--- config.mk ---
export PLATFORM = sky130hd
export DESIGN_NAME = instr_fetch
export DESIGN_NICKNAME = d
export VERILOG_FILES = /design/src/rtl/mips_pkg.sv /design/src/rtl/pc_reg.sv /design/src/rtl/instr_fetch.sv
export SDC_FILE = /design/constraint.sdc
export NUM_CORES = 1
export LEC_CHECK = 0
export CORE_MARGIN = 3
export CORE_UTILIZATION = 39
export CTS_BUF_LIST = sky130_fd_sc_hd__clkbuf_4 sky130_fd_sc_hd__clkbuf_8 sky130_fd_sc_hd__clkbuf_16
export DETAILED_ROUTE_END_ITERATION = 12
export PLACE_DENSITY = 0.77
export SYNTH_ARGS = -nofsm -noshare
export SYNTH_HDL_FRONTEND = slang
export SYNTH_SLANG_ARGS = --single-unit
--- constraint.sdc ---
create_clock -name clk -period 2.8 [get_ports clk]
set_input_delay 0.56 -clock clk [delete_from_list [all_inputs] [get_ports clk]]
set_output_delay 0.56 -clock clk [all_outputs]
set_load 0.02 [all_outputs]
--- src/rtl/mips_pkg.sv ---
// Shared MIPS datapath definitions: default widths, fetch FSM encoding and the bubble instruction.
package mips_pkg;

  localparam int ADDR_W = 8;
  localparam int DATA_W = 32;

  typedef enum logic {
    FETCH = 1'b0,
    DONE  = 1'b1
  } fetch_state_e;

  localparam logic [DATA_W-1:0] NOP = 32'h0000_0000;

endpackage

--- src/rtl/pc_reg.sv ---
// Program counter register: reset > load > increment > hold.
module pc_reg #(
  parameter int ADDR_W   = mips_pkg::ADDR_W,
  parameter int RESET_PC = 0
) (
  input  logic              clk,
  input  logic              rst,
  input  logic              load,
  input  logic [ADDR_W-1:0] load_pc,
  input  logic              inc,
  output logic [ADDR_W-1:0] pc
);

  localparam logic [ADDR_W-1:0] ONE = ADDR_W'(1);

  // Increment keeps ADDR_W bits so the address wraps at the top of memory.
  always_ff @(posedge clk) begin
    if (rst)
      pc <= ADDR_W'(RESET_PC);
    else if (load)
      pc <= load_pc;
    else if (inc)
      pc <= pc + ONE;
  end

endmodule

--- src/rtl/instr_fetch.sv ---
// Instruction-fetch stage: owns the PC, addresses instrMem and captures the IF/ID register.
module instr_fetch
  import mips_pkg::*;
#(
  parameter int ADDR_W   = mips_pkg::ADDR_W,
  parameter int DATA_W   = mips_pkg::DATA_W,
  parameter int RESET_PC = 0,
  parameter int PROG_LEN = 5
) (
  input  logic              clk,
  input  logic              rst,
  output logic [ADDR_W-1:0] imem_addr,
  input  logic [DATA_W-1:0] imem_rd,
  input  logic              stall,
  input  logic              redirect,
  input  logic [ADDR_W-1:0] redirect_pc,
  output logic [DATA_W-1:0] ir,
  output logic [ADDR_W-1:0] ir_pc,
  output logic              ir_valid,
  output logic [ADDR_W-1:0] pc,
  output logic              done
);

  // One extra bit so PROG_LEN = 2^ADDR_W is representable.
  localparam logic [ADDR_W:0] LEN     = (ADDR_W+1)'(PROG_LEN);
  localparam logic [ADDR_W:0] LAST_PC = (ADDR_W+1)'(PROG_LEN - 1);

  fetch_state_e      state, state_n;
  logic              capture, bubble, pc_inc;
  logic              pc_in_range, pc_is_last, tgt_in_range;
  logic [DATA_W-1:0] ir_p1;
  logic [ADDR_W-1:0] ir_pc_p1;
  logic              vld_p1;

  pc_reg #(
    .ADDR_W  (ADDR_W),
    .RESET_PC(RESET_PC)
  ) u_pc_reg (
    .clk    (clk),
    .rst    (rst),
    .load   (redirect),
    .load_pc(redirect_pc),
    .inc    (pc_inc),
    .pc     (pc)
  );

  assign imem_addr    = pc;
  assign pc_in_range  = {1'b0, pc} < LEN;
  assign pc_is_last   = {1'b0, pc} == LAST_PC;
  assign tgt_in_range = {1'b0, redirect_pc} < LEN;

  always_ff @(posedge clk) begin
    if (rst)
      state <= FETCH;
    else
      state <= state_n;
  end

  always_comb begin
    state_n = state;
    capture = 1'b0;
    bubble  = 1'b0;
    pc_inc  = 1'b0;
    if (redirect) begin
      state_n = tgt_in_range ? FETCH : DONE;
      bubble  = 1'b1;
    end else if (!stall) begin
      unique case (state)
        FETCH: begin
          // An out-of-range PC (only reachable from RESET_PC) stops without capturing.
          if (!pc_in_range) begin
            state_n = DONE;
            bubble  = 1'b1;
          end else begin
            capture = 1'b1;
            if (pc_is_last)
              state_n = DONE;
            else
              pc_inc = 1'b1;
          end
        end
        DONE:    bubble = 1'b1;
        default: state_n = FETCH;
      endcase
    end
  end

  // ---- IF/ID boundary (p1) ----
  always_ff @(posedge clk) begin
    if (rst) begin
      ir_p1    <= NOP;
      ir_pc_p1 <= '0;
      vld_p1   <= 1'b0;
    end else if (capture) begin
      ir_p1    <= imem_rd;
      ir_pc_p1 <= pc;
      vld_p1   <= 1'b1;
    end else if (bubble) begin
      vld_p1   <= 1'b0;
    end
  end

  assign ir       = ir_p1;
  assign ir_pc    = ir_pc_p1;
  assign ir_valid = vld_p1;
  assign done     = (state == DONE);

endmodule

# After elaboration in Yosys (flattened, before gate mapping)
# Cells that the tools add are included.
# Widths: inputs -> output; s select.
totals:
  ff_bits: 50
  inputBits: 44
  output_inout_bits: 58
  elab_cells: 36
op_classes:
  addsub: 1
  order_cmp: 2
  n_eq_ne: 2
  mux: 23
  bitwise: 1
  n_reduce_logical: 2
op_table:
  columns: ["operator", "n"]
  rows:
  - ["$mux 1", 20]
  - ["$lt 8x3->1 const B", 2]
  - ["$mux 8", 2]
  - ["$add 8x1->8 const B", 1]
  - ["$eq 8x3->1 const B", 1]
  - ["$reduce_bool 2->1", 2]
  - ["$ne 2x1->1 const B", 1]
  - ["$pmux 1 s2", 1]
  - ["$not 1->1", 1]

# Longest topological paths before layout
# Gate-level depths: netlist (run 1).
depth:
  depth_word: 8
  mapped_depth: 7

# By module
# Synthesis (run 1) repeated with hierarchy kept, for this count alone.
unflattened:
  cells_unflattened: 242
  area_unflattened_um2: 2434.8
modules_own_cells:
  columns: ["mod", "instances", "cells_each", "area_per_inst_um2", "seq_area_each_um2"]
  rows:
  - ["instr_fetch", 1, 189, 1970.6, 840.8]
  - ["pc_reg", 1, 53, 464.2, 160.2]

# Worst setup path before layout (run 1)
# Ideal clock, no wire load.
synth_timing:
  path_kind: "input port to flip-flop"
  start: "input stall"
  end: "register ir_pc_p1[2] (netlist: ir_pc[2])"
  setup_ps: 128
  t_arrival_ps: 2047
  t_required_ps: 2672
  slack_ps: 625
  stages: 6
  n_path_buf: 2
  path_cell_list: "or4_1 > buf_2 > a2111oi_4 > buf_6 > mux2i_1 > nor2_1"
synth_via:
  elab_chain_cells: 2
synth_lines:
  columns: ["item", "line", "text"]
  rows:
  - ["start: declaration", "instr_fetch.sv:14", "input logic stall,"]
  - ["$mux 1", "instr_fetch.sv:67", "end else if (!stall) begin"]
  - ["$mux 1", "instr_fetch.sv:64", "if (redirect) begin"]
  - ["end signal: assignment", "instr_fetch.sv:96", "ir_pc_p1 <= pc;"]
  - ["end: declaration", "instr_fetch.sv:32", "logic [ADDR_W-1:0] ir_pc_p1;"]
# No other way between the ends.
# A chain may end at the register's enable or synchronous reset.

# Worst setup path after layout (run 1)
layout_timing:
  start: "input stall"
  end: "register ir_p1[1] (netlist: ir[1])"
layout_via:
  elab_chain_cells: 2
layout_lines:
  columns: ["item", "line", "text"]
  rows:
  - ["$mux 1", "instr_fetch.sv:67", null]
  - ["$mux 1", "instr_fetch.sv:64", null]
  - ["end signal: assignment", "instr_fetch.sv:95", "ir_p1 <= imem_rd;"]
  - ["end: declaration", "instr_fetch.sv:31", "logic [DATA_W-1:0] ir_p1;"]
# No other way between the ends.

==> flow_summary.toml, run 1 <==
[power]
sw_frac_of_total_pct = 24.7
pwr_density_cell_mw_per_mm2 = 467
leakagePower_nw = 1.10
clock_power_share_pct = 29.8
seqPwrFrac_pct = 52.5
combinationalPowerShare_pct = 17.6
internal_power_mw = 1.08
switchingPower_mw = 0.354
peakVddDrop_uv = 334

[synthesis]
syn-num-nets = 241
synth_cell_type_count = 26
synth_top_area_cell = "dfxtp_1"
async_flop_share_pct = 0
yosys_register_bits = 50
yosys-top-cells-count = "dfxtp_1 (50), nor2_1 (44), mux2i_1 (39)"
syn_area_mm2 = 0.00199
synth_area_leaders = "dfxtp_1 (50%), mux2i_1 (20%), nor2_1 (8.3%), buf_4 (3.0%), buf_6 (2.3%)"
synth_flop_cell = "dfxtp_1"
synth_most_common_cell = "dfxtp_1"
synth_cells = 194
netlist.area_leader.share_pct = 50.3
yosysSeqAreaShare_pct = 50.3
synth_edf_count = 0
syn_avg_cell_area_um2 = 10.3
ys.warnings.count = 0

[sta]
relSlewSlack_pct = 40.9
fin_crit_sh_pct = 85.5
rsz0062_at_grt = "no"
tns_ps = 0
finClkSkew_ps = 4.32
post-route-min-period_ps = 2390
tightest_slew_ps = 886
slew_violations = 0
hold_violations = 0
setup_violations = 0
fmax_mhz = 418

[clocking]
clock_latency_ps = 290
htreeDepth = 2
cts_tree = "done"
ctsResizeCount = 0
cts_sinks = 50
hold_buffers = 0
ctsRootBufferMaster = "clkbuf_8"
cts_made_buffers = 5
postCtsSetupBuffers = 0
cts.path.max_buffers = 2
clk_pin_slew_worst_paths_ps = 90

[critical_path]
crit_path_start_kind = "input pin"
cp-endpoint = "ir[1]"
arrival_ps = 2540
r2r_slack_ps = 610
required_ps = 2950
r2r_start = "u_pc_reg.pc[3]"
critPathMaxFanout = 15
startpoint = "stall"
cp-end-kind = "flip-flop"
worstReg2RegEnd = "ir[1]"
worstRegToRegCells = 5
crit_type = "in2reg"

[final_layout]
largest_register_ff_count = 32
antenna_cells = 0
fin_area_mm2 = 0.00307
final_layout_size_suffix_gt1_share_pct = 5.92
n_fill_cell = 434
area_delta_synth_final_pct = 54.2
register_area_mm2 = 0.00100
nNetsFinal = 333
multi_input_area_um2 = 827
fin_util_pct = 63.7

[global_routing]
grt_pass1_vias = 1634
overflow = 0
antenna_found_initial = 0
grt_max_degree = 51
grt_usage_pct = 16.1
grt_pass1_wl_um = 7890

[placed_design]
portBuffers = 101
hpwl_um = 3460
dpl-instance-area_mm2 = 0.00297
place_congestion = 0.749

[detailed_routing]
ant_nets = 0
vias_per_cell = 4.72
drt_iter0_drc = 139
num_vias = 1672
wirelength_um = 4690
firstDrtPassIters = 4
wl_per_cell_um = 13.2
route.detailed.drc = 0

[die]
die_w_um = 77.4
std_cell_rows = 25
die_h_um = 77.4
initial_core_util_pct = 41.3
io_pins = 102
dieArea_mm2 = 0.00600
core_area_mm2 = 0.00482

[job]
drv_cap = 0

[status]
status = "finished, final reports clean"

[hold_path]
hold_path_class = "reg2reg"
## routing by layer
| metal | track usage [%] | vias to the layer above | part of all wire, % |
|---|---|---|---|
| met4 | 4.63 | 0 | 0.36 |
| met5 | 0 | - | 0 |
| met3 | 6.73 | 2 | 10 |
| met2 | 25.6 | 80 | 46 |
| met1 | 19.9 | 756 | 43 |
| li1 | - | 834 | - |
## critical path: stages
cell,delay [ps]
clkdlybuf4s50_1,420
or4_1,530
a2111oi_4,410
buf_4,340
mux2i_1,230
nor2_1,50
## final cells by class
class,count,area share [%]
clock buffers,7,2.94
clock inverters,1,0.163
inverters,7,0.856
multi-input cells,117,26.9
flip-flops and latches,50,32.6
well taps,67,2.73
repair buffers,105,33.8
## cells in the final DEF (no fill, tap or decap), types with 2 or more instances in the layout
master,Yosys,layout
ha_1,3,3
a31oi_1,2,2
o21ai_0,5,5
a221oi_1,2,2
nor3b_1,5,5
clkbuf_8,0,6
dfxtp_1,50,50
mux2i_1,39,39
nor2_1,44,44
clkdlybuf4s50_1,0,100
inv_1,7,7
nor3_1,3,3
or4_1,2,2
buf_4,8,4
a311oi_1,2,2
## per-stage QoR
step / hold WS (ps) / total power [mW] / setup WS, ps / std cells
after floorplan: 555 / 0.898 / 625 / 194
after global placement: 463 / 1.02 / 129 / 346
after detailed placement: 467 / 1.02 / 73.5 / 346
after CTS: 480 / 1.46 / 396 / 354
after global routing: 488 / 1.50 / 268 / 354
final: 477 / 1.43 / 406 / 354
## worst min path at each step
stage / startpoint / slack, ps / cells past startpoint / endpoint
final: ir_pc[4] / 480 / 1 / ir_pc[4]
after floorplan: ir_pc[3] / 560 / 1 / ir_pc[3]
after global placement: ir_pc[4] / 460 / 1 / ir_pc[4]
after global routing: ir_pc[4] / 490 / 1 / ir_pc[4]
after detailed placement: ir_pc[4] / 470 / 1 / ir_pc[4]
after CTS: ir_pc[4] / 480 / 1 / ir_pc[4]
## cell families (layout without fill, tap and decap cells)
kind of cell    Yosys count  in the layout  share of synthesized area (%)
compound gates           16             16                           6.54
buf+inv                  27            120                           8.17
mux                      39             39                           19.6
flops                    50             50                           50.3
fa+ha+maj                 3              3                           1.89
simple gates             59             59                           13.5
## power groups by stage
stage	Clock, mW	Sequential, mW	Combinational [mW]
floorplan	0	0.793	0.106
global placement	0	0.770	0.252
detailed placement	0	0.770	0.253
CTS	0.447	0.754	0.255
global route	0.474	0.758	0.272
finish	0.428	0.753	0.253
Note: power is estimated with default switching activity, not from simulation.
==> run 2, diff against run 1 <==
--- a/config.mk
+++ b/config.mk
@@ -7,7 +7,7 @@
 export LEC_CHECK = 0
 export CORE_MARGIN = 3
 export CORE_UTILIZATION = 39
-export CTS_BUF_LIST = sky130_fd_sc_hd__clkbuf_4 sky130_fd_sc_hd__clkbuf_8 sky130_fd_sc_hd__clkbuf_16
+export CTS_BUF_LIST = sky130_fd_sc_hd__clkbuf_16
 export DETAILED_ROUTE_END_ITERATION = 12
 export PLACE_DENSITY = 0.77
 export SYNTH_ARGS = -nofsm -noshare
==> flow_summary.toml, run 2 (synthesis results as in run 1) <==
[critical_path]
critPathMaxFanout = 15
required_ps = 2940
crit_type = "in2reg"
arrival_ps = 2550
worstRegToRegCells = 5
crit_path_start_kind = "input pin"
cp-end-kind = "flip-flop"

[hold_path]
holdPathStages = 1
hold_path_class = "reg2reg"

[die]
core_area_mm2 = 0.00482
die_w_um = 77.4
io_pins = 102
std_cell_rows = 25
die_h_um = 77.4
initial_core_util_pct = 41.3
dieArea_mm2 = 0.00600

[final_layout]
antenna_cells = 0
n_fill_cell = 429
largest_register_ff_count = 32
final_common_cell = "clkdlybuf4s50_1"
final_layout_size_suffix_gt1_share_pct = 5.23
layout_common_cells = "clkdlybuf4s50_1 (100), dfxtp_1 (50), nor2_1 (44), mux2i_1 (39), inv_1 (8)"
nNetsFinal = 333
area_delta_synth_final_pct = 56.3

[placed_design]
hpwl_um = 3460
portBuffers = 101
place_congestion = 0.749

[sta]
hold_violations = 0
post-route-min-period_ps = 2410
tns_ps = 0
relSlewSlack_pct = 42.2
rsz0062_at_grt = "no"
fin_crit_sh_pct = 86.2
finClkSkew_ps = 2.81
tightest_slew_ps = 867
slew_violations = 0
setup_violations = 0
fmax_mhz = 414

[clocking]
ctsResizeCount = 0
htreeDepth = 2
cts.path.max_buffers = 2
clk_pin_slew_worst_paths_ps = 60
cts_tree = "done"
ctsRootBufferMaster = "clkbuf_16"
cts_made_buffers = 5
hold_buffers = 0
cts_sinks = 50
postCtsSetupBuffers = 0
clock_latency_ps = 280

[detailed_routing]
vias_per_cell = 4.78
num_vias = 1691
ant_nets = 0
wirelength_um = 4770
route.detailed.drc = 0
wl_per_cell_um = 13.5
drt_iter0_drc = 118
firstDrtPassIters = 4

[status]
status = "finished, final reports clean"

[global_routing]
grt_max_degree = 51
grt_usage_pct = 16.0
overflow = 0
grt_pass1_vias = 1645
grt_pass1_wl_um = 7880
antenna_found_initial = 0

[power]
leakagePower_nw = 1.13
peakVddDrop_uv = 377
power.total_mw = 1.57
pwr_density_cell_mw_per_mm2 = 505

[job]
drv_cap = 0
## run 2: changes by cell type in the layout (fill, tap and decap cells not counted)
cell,delta
clkinv_1,+1
inv_1,+1
clkbuf_4,-1
clkbuf_16,+5
clkbuf_8,-6
## run 2: critical path: stages
cell	delay, ps
clkdlybuf4s50_1	420
or4_1	540
a2111oi_4	410
buf_4	340
mux2i_1	230
nor2_1	50
## run 2: worst paths after layout
kind                            slack, ps       end      startpoint
worst max-delay path                  390    ir[11]           stall
worst min-delay path                  470  ir_pc[4]        ir_pc[4]
worst max register to register        610    ir[11]  u_pc_reg.pc[3]
worst min register to register        470  ir_pc[4]        ir_pc[4]
## run 2: area by class of cell
cell class / instances / area, um2 / area share [%]
Sequential cell: 50 / 1000 / 32.2
Timing Repair Buffer: 105 / 1040 / 33.3
Multi-Input combinational cell: 117 / 827 / 26.6
Inverter: 7 / 26.3 / 0.844
Tap cell: 67 / 83.8 / 2.69
Clock inverter: 3 / 12.5 / 0.402
Clock buffer: 5 / 125 / 4.02
## run 2: per-layer routing
metal  vias up  routed length (um)  GRT usage (%)
met5         -                   0              0
met4         0                  43           5.16
met3         7                 553           6.84
met2        98                2180           25.3
met1       750                1990           19.7
li1        836                   -              -
## run 2: where the power goes
| part | total, mW | internal [mW] | switching [mW] |
|---|---|---|---|
| Sequential | 0.755 | 0.734 | 0.0206 |
| Clock | 0.564 | 0.323 | 0.241 |
| Combinational | 0.253 | 0.138 | 0.115 |
| Total | 1.57 | 1.19 | 0.377 |
## run 2: stage by stage
| stage | utilization, % | hold slack, ps | worst slack, ps | instance area (um2) | instances |
|---|---|---|---|---|---|
| detailed placement | 61.7 | 467 | 73.5 | 2970 | 346 |
| global route | 64.6 | 484 | 240 | 3110 | 354 |
| global placement | 61.7 | 463 | 129 | 2970 | 346 |
| CTS | 64.6 | 476 | 370 | 3110 | 354 |
| finish | 64.6 | 474 | 386 | 3110 | 354 |
| floorplan | - | 555 | 625 | 1990 | 194 |
==> run 3, diff against run 2 <==
--- a/config.mk
+++ b/config.mk
@@ -9,6 +9,7 @@
 export CORE_UTILIZATION = 39
 export CTS_BUF_LIST = sky130_fd_sc_hd__clkbuf_16
 export DETAILED_ROUTE_END_ITERATION = 12
+export GPL_TIMING_DRIVEN = 0
 export PLACE_DENSITY = 0.77
 export SYNTH_ARGS = -nofsm -noshare
 export SYNTH_HDL_FRONTEND = slang
==> flow_summary.toml, run 3 (synthesis results as in run 1) <==
[status]
status = "finished, final reports clean"

[critical_path]
cp-end-kind = "flip-flop"
arrival_ps = 2700
worstPathCellList = "clkdlybuf4s50_1 > or4_1 > buf_2 > a2111oi_4 > buf_6 > mux2i_1 > nor2_1"
crit_path_start_kind = "input pin"
slowest_stage = "a2111oi_4"
critPathBufInv = 3
max_stage_delay_ps = 590
critPathMaxFanout = 10
crit_type = "in2reg"
crit_family = "buffers and inverters"
required_ps = 2950

[placed_design]
portBuffers = 99
dpl-instance-area_mm2 = 0.00307
place_congestion = 0.824
dp.cells = 360
hpwl_um = 3810

[clocking]
ctsResizeCount = 0
cts_sinks = 50
hold_buffers = 0
clk_pin_slew_worst_paths_ps = 60
ctsRootBufferMaster = "clkbuf_16"
htreeDepth = 2
cts_tree = "done"
cts.path.max_buffers = 2
postCtsSetupBuffers = 0
cts_made_buffers = 5
clock_latency_ps = 280

[detailed_routing]
wirelength_um = 4980
route.detailed.drc = 0
vias_per_cell = 4.76
ant_nets = 0
firstDrtPassIters = 4
wl_per_cell_um = 13.6
num_vias = 1748
drt_iter0_drc = 51

[sta]
relSlewSlack_pct = 61.0
slew_violations = 0
rsz0062_at_grt = "no"
hold_violations = 0
setup_violations = 0
tightest_slew_ps = 586
finClkSkew_ps = 1.98
hold_slack_ps = 475
post-route-min-period_ps = 2540
fmax_mhz = 393
fin_crit_sh_pct = 90.9

[final_layout]
final_common_cell = "clkdlybuf4s50_1"
antenna_cells = 0
nNetsFinal = 347
n_fill_cell = 403
finalNonFillerCells = 367
layout_common_cells = "clkdlybuf4s50_1 (99), dfxtp_1 (50), nor2_1 (44), mux2i_1 (39), inv_1 (9)"
final_layout_size_suffix_gt1_share_pct = 7.33
fin_util_pct = 66.4
area_delta_synth_final_pct = 60.7
fin_area_mm2 = 0.00320
largest_register_ff_count = 32

[global_routing]
antenna_found_initial = 0
grt_pass1_vias = 1771
grt_usage_pct = 17.0
grt_pass1_wl_um = 8330
grt_max_degree = 14
overflow = 0

[die]
initial_core_util_pct = 41.3
std_cell_rows = 25
die_w_um = 77.4
core_area_mm2 = 0.00482
dieArea_mm2 = 0.00600
die_h_um = 77.4
io_pins = 102

[power]
power.total_mw = 1.57
leakagePower_nw = 1.17
pwr_density_cell_mw_per_mm2 = 491
peakVddDrop_uv = 320

[hold_path]
hold_path_class = "reg2reg"

[job]
drv_cap = 0
-- run 3: cell count changes in the layout (fill, tap and decap cells not counted) --
| cell | before | now |
|---|---|---|
| buf_6 | 0 | 4 |
| clkdlybuf4s50_1 | 100 | 99 |
| clkinv_2 | 1 | 0 |
| clkbuf_1 | 0 | 7 |
| clkinv_1 | 1 | 0 |
| buf_4 | 4 | 8 |
| inv_1 | 8 | 9 |
-- run 3: layout make-up --
cell class / instances / area, um2 / share of cell area [%]
clock inverters: 2 / 7.51 / 0.235
inverters: 7 / 26.3 / 0.822
plain buffers: 20 / 136 / 4.26
well taps: 67 / 83.8 / 2.62
flip-flops and latches: 50 / 1000 / 31.3
clock buffers: 5 / 125 / 3.91
multi-input cells: 117 / 827 / 25.9
repair buffers: 99 / 991 / 31.0
-- run 3: where the power goes --
part           switching, mW  total (mW)  leakage (nW)  internal [mW]
Clock                  0.231       0.550        0.0723          0.319
Sequential            0.0202       0.754         0.406          0.734
Combinational          0.119       0.268         0.695          0.149
-- run 3: final timing paths --
| check | startpoint | end | slack [ps] | cells past startpoint |
|---|---|---|---|---|
| setup / recovery | stall | ir[17] | 260 | 7 |
| hold / removal | ir_pc[4] | ir_pc[4] | 480 | 1 |
| setup reg to reg | u_pc_reg.pc[3] | ir[17] | 500 | 6 |
| hold reg to reg | ir_pc[4] | ir_pc[4] | 480 | 1 |
-- run 3: layer usage --
layer  vias to the layer above  global-route usage [%]  part of all wire (%)  wire [um]
li1                        858                       -                     -          -
met1                       810                    20.4                    42       2100
met2                        74                    28.2                    49       2430
met3                         6                    6.26                   8.5        422
met4                         0                    5.34                  0.68         34
met5                         -                       0                     0          0
-- run 3: metrics by stage --
stage	setup WS, ps	TNS (ps)
2_1_floorplan	625	0
3_3_place_gp	-23.4	-369
3_5_place_dp	-67.7	-471
4_1_cts	210	0
5_1_grt	129	0
6_report	255	0
-- run 3: worst register-to-register path, stage by stage (launching register included) --
cell and delay, ps:
dfxtp_1 350, or4_1 510, buf_2 170, a2111oi_4 590, buf_6 260, mux2i_1 230, nor2_1 60
